===== src/rtl/uart_pkg.sv =====
// Shared definitions for the UART receive path: parity modes, receiver FSM
// encoding and the parity-check helper.
package uart_pkg;

    localparam int PAR_NONE = 0;
    localparam int PAR_EVEN = 1;
    localparam int PAR_ODD  = 2;

    typedef enum logic [2:0] {
        ST_IDLE,
        ST_START,
        ST_DATA,
        ST_PARITY,
        ST_STOP,
        ST_BREAK
    } rx_state_e;

    // data_xor is the XOR of all data bits; odd mode expects an odd total.
    function automatic logic parity_error(input logic data_xor, input logic par_bit,
                                          input int mode);
        return (data_xor ^ par_bit) != (mode == PAR_ODD);
    endfunction

endpackage


===== src/rtl/uart_fifo.sv =====
// Synchronous first-word-fall-through FIFO; full/empty are told apart by an
// extra pointer MSB. Shared by the RX path and the planned TX path.
module uart_fifo #(
    parameter int WIDTH = 10,
    parameter int DEPTH = 4
) (
    input  logic                         clk,
    input  logic                         reset,
    input  logic                         push,
    input  logic                         pop,
    input  logic [WIDTH-1:0]             wdata,
    output logic [WIDTH-1:0]             rdata,
    output logic                         empty,
    output logic                         full,
    output logic [$clog2(DEPTH+1)-1:0]   count
);

    localparam int AW = $clog2(DEPTH);
    localparam int PW = AW + 1;
    localparam int CW = $clog2(DEPTH + 1);

    logic [WIDTH-1:0] mem [DEPTH];
    logic [PW-1:0]    wptr;
    logic [PW-1:0]    rptr;
    logic             do_push;
    logic             do_pop;

    assign do_pop  = pop && !empty;
    // A full FIFO still accepts a write when the head is popped in the same cycle.
    assign do_push = push && (!full || do_pop);

    always_ff @(posedge clk) begin
        if (reset) begin
            wptr <= '0;
            rptr <= '0;
        end else begin
            // NOTE: state registers use non-blocking assignments so every flop
            // samples pre-edge values, independent of statement order.
            if (do_push) wptr <= wptr + 1'b1;
            if (do_pop)  rptr <= rptr + 1'b1;
        end
    end

    // NOTE: the storage array has no reset; empty-masking of rdata below gives
    // the defined zero output, and skipping the reset keeps it RAM-mappable.
    always_ff @(posedge clk) begin
        if (do_push) mem[wptr[AW-1:0]] <= wdata;
    end

    assign empty = (wptr == rptr);
    assign full  = (wptr[AW] != rptr[AW]) && (wptr[AW-1:0] == rptr[AW-1:0]);
    assign count = CW'(wptr - rptr);
    assign rdata = empty ? '0 : mem[rptr[AW-1:0]];

endmodule


===== src/rtl/uart_rx_os.sv =====
// Oversampling UART receiver: synchronizer, bit-centre sampling FSM, frame
// error capture, receive FIFO and sticky overrun flag.
module uart_rx_os
    import uart_pkg::*;
#(
    parameter int N           = 8,
    parameter int M           = 1,
    parameter int PARITY_MODE = 0,
    parameter int OS          = 16,
    parameter int FIFO_DEPTH  = 4
) (
    input  logic                              clk,
    input  logic                              reset,
    input  logic                              tick,
    input  logic                              rx,
    input  logic                              rd_en,
    input  logic                              clr_ovr,
    output logic [N-1:0]                      data_out,
    output logic                              perr_out,
    output logic                              ferr_out,
    output logic                              empty,
    output logic                              full,
    output logic [$clog2(FIFO_DEPTH+1)-1:0]   count,
    output logic                              overrun
);

    localparam int SW = $clog2(OS);
    localparam int NW = $clog2(N);
    localparam logic [SW-1:0] S_HALF = SW'(OS / 2 - 1);
    localparam logic [SW-1:0] S_LAST = SW'(OS - 1);
    localparam logic [NW-1:0] N_LAST = NW'(N - 1);
    localparam logic [NW-1:0] M_LAST = NW'(M - 1);

    rx_state_e     state_q, state_d;
    logic [SW-1:0] s_q, s_d;
    logic [NW-1:0] n_q, n_d;
    logic [N-1:0]  sh_q, sh_d;
    logic          perr_q, perr_d;
    logic          ferr_q, ferr_d;
    logic          sync1, rxs;
    logic          stop_ferr;
    logic          push;
    logic [N+1:0]  fifo_rdata;

    // Synchronizer flops reset to the idle line level so reset never looks like a start bit.
    always_ff @(posedge clk) begin
        if (reset) begin
            sync1 <= 1'b1;
            rxs   <= 1'b1;
        end else begin
            sync1 <= rx;
            rxs   <= sync1;
        end
    end

    always_ff @(posedge clk) begin
        if (reset) begin
            state_q <= ST_IDLE;
            s_q     <= '0;
            n_q     <= '0;
            sh_q    <= '0;
            perr_q  <= 1'b0;
            ferr_q  <= 1'b0;
        end else begin
            state_q <= state_d;
            s_q     <= s_d;
            n_q     <= n_d;
            sh_q    <= sh_d;
            perr_q  <= perr_d;
            ferr_q  <= ferr_d;
        end
    end

    // The pushed ferr must include the stop sample taken on this very tick.
    assign stop_ferr = ferr_q | ~rxs;

    always_comb begin
        // NOTE: every always_comb output gets a default first, so no path can
        // leave a signal unassigned and infer a latch.
        state_d = state_q;
        s_d     = s_q;
        n_d     = n_q;
        sh_d    = sh_q;
        perr_d  = perr_q;
        ferr_d  = ferr_q;
        push    = 1'b0;

        case (state_q)
            ST_IDLE: begin
                if (!rxs) begin
                    state_d = ST_START;
                    s_d     = '0;
                end
            end
            ST_START: begin
                if (tick) begin
                    if (s_q == S_HALF) begin
                        if (!rxs) begin
                            state_d = ST_DATA;
                            s_d     = '0;
                            n_d     = '0;
                            perr_d  = 1'b0;
                            ferr_d  = 1'b0;
                        end else begin
                            state_d = ST_IDLE;
                        end
                    end else begin
                        s_d = s_q + 1'b1;
                    end
                end
            end
            ST_DATA: begin
                if (tick) begin
                    if (s_q == S_LAST) begin
                        s_d  = '0;
                        sh_d = {rxs, sh_q[N-1:1]};
                        if (n_q == N_LAST) begin
                            state_d = (PARITY_MODE != PAR_NONE) ? ST_PARITY : ST_STOP;
                            n_d     = '0;
                        end else begin
                            n_d = n_q + 1'b1;
                        end
                    end else begin
                        s_d = s_q + 1'b1;
                    end
                end
            end
            ST_PARITY: begin
                if (tick) begin
                    if (s_q == S_LAST) begin
                        s_d     = '0;
                        perr_d  = parity_error(^sh_q, rxs, PARITY_MODE);
                        state_d = ST_STOP;
                        n_d     = '0;
                    end else begin
                        s_d = s_q + 1'b1;
                    end
                end
            end
            ST_STOP: begin
                if (tick) begin
                    if (s_q == S_LAST) begin
                        s_d    = '0;
                        ferr_d = stop_ferr;
                        if (n_q == M_LAST) begin
                            push    = 1'b1;
                            state_d = stop_ferr ? ST_BREAK : ST_IDLE;
                        end else begin
                            n_d = n_q + 1'b1;
                        end
                    end else begin
                        s_d = s_q + 1'b1;
                    end
                end
            end
            ST_BREAK: begin
                if (rxs) state_d = ST_IDLE;
            end
            default: state_d = ST_IDLE;
        endcase
    end

    // A simultaneous set and clear leaves the flag set.
    always_ff @(posedge clk) begin
        if (reset) begin
            overrun <= 1'b0;
        end else if (push && full && !rd_en) begin
            overrun <= 1'b1;
        end else if (clr_ovr) begin
            overrun <= 1'b0;
        end
    end

    uart_fifo #(
        .WIDTH (N + 2),
        .DEPTH (FIFO_DEPTH)
    ) u_fifo (
        .clk   (clk),
        .reset (reset),
        .push  (push),
        .pop   (rd_en),
        .wdata ({stop_ferr, perr_q, sh_q}),
        .rdata (fifo_rdata),
        .empty (empty),
        .full  (full),
        .count (count)
    );

    assign ferr_out = fifo_rdata[N+1];
    assign perr_out = fifo_rdata[N];
    assign data_out = fifo_rdata[N-1:0];

endmodule


===== config.mk =====
export PLATFORM = sky130hd
export DESIGN_NAME = uart_rx_os
export DESIGN_NICKNAME = d
export VERILOG_FILES = /design/src/rtl/uart_pkg.sv /design/src/rtl/uart_fifo.sv /design/src/rtl/uart_rx_os.sv
export SDC_FILE = /design/constraint.sdc
export NUM_CORES = 1
export LEC_CHECK = 0
export CAP_MARGIN = 15
export CORE_ASPECT_RATIO = 0.5
export CORE_MARGIN = 2
export CORE_UTILIZATION = 40
export CTS_CLUSTER_DIAMETER = 50
export DETAILED_ROUTE_END_ITERATION = 10
export PLACE_DENSITY_LB_ADDON = 0.3
export SETUP_SLACK_MARGIN = 0.3
export SYNTH_ARGS = -nofsm -noshare
export SYNTH_HDL_FRONTEND = slang
export SYNTH_HIERARCHICAL = 1
export SYNTH_SLANG_ARGS = --single-unit

===== constraint.sdc =====
create_clock -name clk -period 2.2 [get_ports clk]
set_input_delay 0.33 -clock clk [delete_from_list [all_inputs] [get_ports clk]]
set_output_delay 0.33 -clock clk [all_outputs]
set_load 0.1 [all_outputs]

==> key figures <==
Route
  • Vias per std cell: between 5 and 6
  • # DRC: 0
  • Via count: 2355
  • Antenna Nets Post-Route: 0
  • DRT Pass-1 Iters: 4
  • DRT iter0 DRCs: 113
  • Routed wire per std cell: 16.41 um
  • Detailed Route WL: around 7400 um

Setup path
  • Crit end category: output pin
  • Crit-path max FO: 2
  • Worst Path Class, Setup: flip-flop to output pin
  • Worst Path Arrival: roughly 1.7 ns
  • Critical Path Start Type: flip-flop
  • Required time of the critical path: 1.87 ns

Clock tree
  • Inserted Clock Buffers: 9
  • CTS root buf: clkbuf_16
  • Htree depth: 3
  • Clock slew at reported path FFs: approximately 0.060 ns
  • Clk_lat worst skew: 0.33 ns
  • Number of clock sinks: 71
  • Maximum clock path buffer count: 2
  • CTS tree: done
  • Hold buffer count at cts: 0

Placed design
  • Placer Congestion: 0.8216
  • Buffers on Ports: 21
  • Placed inst area: 4109 sq um
  • Post-DP HPWL: around 4600 um

Finish
  • Nets: around 350
  • P&R area growth vs syn: 35.83%
  • Layout cells sized above 1: 0.4077
  • Core Util, Final: 0.5537
  • Multi-input gate area: 1755 sq um
  • Antenna diodes: 0
  • Fillers: approximately 680
  • Reg area: 1842 sq um
  • Final instance area: 4772 sq um

Floorplan
  • Die Wd: about 140 um
  • I/O Pins: 22
  • Core area: 8618 sq um
  • Die area: 9595 sq um
  • Num rows: 24
  • Die Height: 70.27 um
  • Initial core utilization: 0.4077

Min path
  • Hold crit path type: flip-flop to flip-flop

Synth
  • Mapped Cells: 280
  • Synth Area per Inst: 12.55 sq um
  • Net Count, Synth: roughly 300
  • Ys Warns: 6
  • Post-synth ARST share: 0
  • Post-synth EDFFs: 40
  • Post-Syn Area: between 3000 and 4000 sq um
  • Yosys cell types: between 60 and 70
  • Most used DFF post-synth: edfxtp_1
  • Synth Register Bits: 71
  • Sequential area share after synthesis: 0.5185

Pwr
  • PwrDens: 788.7 nW/um^2
  • Static Leak: 0.001767 uW
  • IR drop worst, VDD: 0.4066 mV

Timing
  • Crit path time final: 2.019 ns
  • Setup violations, final: 0
  • Tcrit/Tclk final: 0.9175
  • Unrepaired setup endpoints after global routing: true
  • Max-slew headroom: 0.6503
  • Setup TNS: 0 ns
  • Worst clock skew: 0.009918 ns
  • Fin. max-slew vios: 0
  • Least-Margin Pin Slew: 0.5199 ns
  • Final number of hold-violating endpoints: 0
  • Fmax: 495.4 MHz

GRT
  • Number of global-route vias before repair: ~2400
  • Overflow left after global routing: 0
  • Global-route wire length before repair: 12300 um
  • Total track usage: 0.1716
  • Largest net degree at the start of global routing: 22
  • Initial antenna violation count: 0

Outcome
  • Run status: complete, no violations

Flow run
  • Max-cap violations: 0
-- final cells by class --
cell class	instances	area share
repair buffers	52	0.1361
clock inverters	7	0.01993
clock buffers	9	0.04719
multi-input cells	184	0.3679
flip-flops and latches	71	0.3859
inverters	13	0.01232
well taps	117	0.03068
-- what timing repair did --
item                                    in CTS  in global routing
resized for setup                           43                  8
pin swaps                                   22                 13
endpoints found under the setup margin      47                 66
buffers inserted                            12                  4
endpoints found under the hold margin        0                  0
cloned                                       5                  0
-- sequential cells by signal (all words and copies together), names as in the netlist, named ones only --
signal       count
sync1            1
state_q          3
sh_q             8
perr_q           1
u_fifo/rptr      3
n_q              3
u_fifo/mem      40
s_q              4
rxs              1
u_fifo/wptr      3
overrun          1
ferr_q           1
-- power by group --
part           switching [uW]  leakage (uW)  internal, uW
Clock                     540      0.000157           993
Sequential               48.3      0.000712          1410
Combinational             444      0.000897           327
Total                    1030       0.00177          2730
-- per-stage QoR --
stage	setup WS [ns]	hold slack [ns]	cells	total power, uW
after global placement	0.1307	0.3976	416	2135
after global routing	0.1263	0.4463	453	3892
after floorplan	0.1758	0.3895	280	1950
final	0.1815	0.4189	453	3764
after detailed placement	0.1028	0.4005	416	2145
after CTS	0.1612	0.4222	449	3781
-- worst max-delay path, cell delays in order (launching register included) --
cell	delay [ns]
dfxtp_2	0.36
inv_4	0.05
ha_4	0.15
fa_2	0.54
clkinvlp_4	0.10
buf_12	0.17
-- logic make-up (layout without fill, tap and decap cells) --
family / Yosys count / count (layout) / share of synthesized area
multiplexers: 25 / 25 / 0.1108
buffers and inverters: 28 / 81 / 0.03988
flip-flops: 71 / 71 / 0.5185
AO/OA/AOI/OAI: 44 / 44 / 0.1076
adder cells (fa/ha/maj): 12 / 12 / 0.04487
XOR/XNOR: 14 / 14 / 0.03918
AND/OR/NAND/NOR: 86 / 89 / 0.1392
-- synth_stat cells (3+ instances only) --
library cell   n  area share
nor3_1         4      0.0057
dfxtp_1       31        0.18
mux4_2        10       0.064
a21oi_1        9       0.013
ha_1          11       0.039
nor2b_1        5      0.0089
inv_1         13       0.014
nand2b_1      12       0.021
mux2i_1       10       0.028
nand4_1        4      0.0071
edfxtp_1      40        0.34
nand3_1        3      0.0043
nor2_1        20       0.021
nand2_1        9      0.0096
o21ai_0        8       0.011
xnor2_1        9       0.022
or2_2          3      0.0053
clkbuf_1       5      0.0053
buf_6          3      0.0096
buf_2          3      0.0043
xor2_1         3      0.0075
o31ai_1        3      0.0064
and2_1        15       0.027
mux2_2         3      0.0096
-- cells in the final DEF, fill, tap and decap left out, types with 3 or more instances in the layout --
cell / Yosys / layout
or2_2: 3 / 3
xnor2_1: 9 / 8
clkbuf_16: 0 / 9
nor3_1: 4 / 4
and2_4: 0 / 17
nand4_1: 4 / 4
dfxtp_2: 0 / 7
mux4_2: 10 / 10
nand2_1: 9 / 6
nand2b_1: 12 / 10
dfxtp_1: 31 / 21
buf_4: 2 / 24
dfxtp_4: 0 / 3
o31ai_1: 3 / 3
mux2_2: 3 / 3
ha_1: 11 / 8
buf_12: 0 / 16
edfxtp_1: 40 / 40
nand2_4: 0 / 3
nand3_1: 3 / 3
mux2i_1: 10 / 10
inv_1: 13 / 8
ha_4: 0 / 3
nor2b_1: 5 / 5
clkdlybuf4s50_1: 0 / 5
xor2_1: 3 / 3
a21oi_1: 9 / 9
buf_6: 3 / 5
o21ai_0: 8 / 8
nor2_1: 20 / 19
-- per-layer routing --
| layer | up-vias | wire length, um | track usage | part of all wire |
|---|---|---|---|---|
| met5 | - | 0 | 0 | 0 |
| met3 | 9 | 321 | 0.05229 | 0.043 |
| met2 | 47 | 3717 | 0.2778 | 0.50 |
| li1 | 1131 | - | - | - |
| met4 | 0 | 104 | 0.05440 | 0.014 |
| met1 | 1168 | 3291 | 0.2211 | 0.44 |
-- path summary, 6_finish.rpt --
path / endpoint / from / slack (ns) / cells past startpoint
worst max register to register: n_q[2] / state_q[1] / 0.40 / 6
worst min-delay path: rxs / sync1 / 0.42 / 1
worst min register to register: rxs / sync1 / 0.42 / 1
worst max-delay path: count[1] / u_fifo/wptr[0] / 0.18 / 5
No activity file was read; power rests on OpenSTA's default activity.
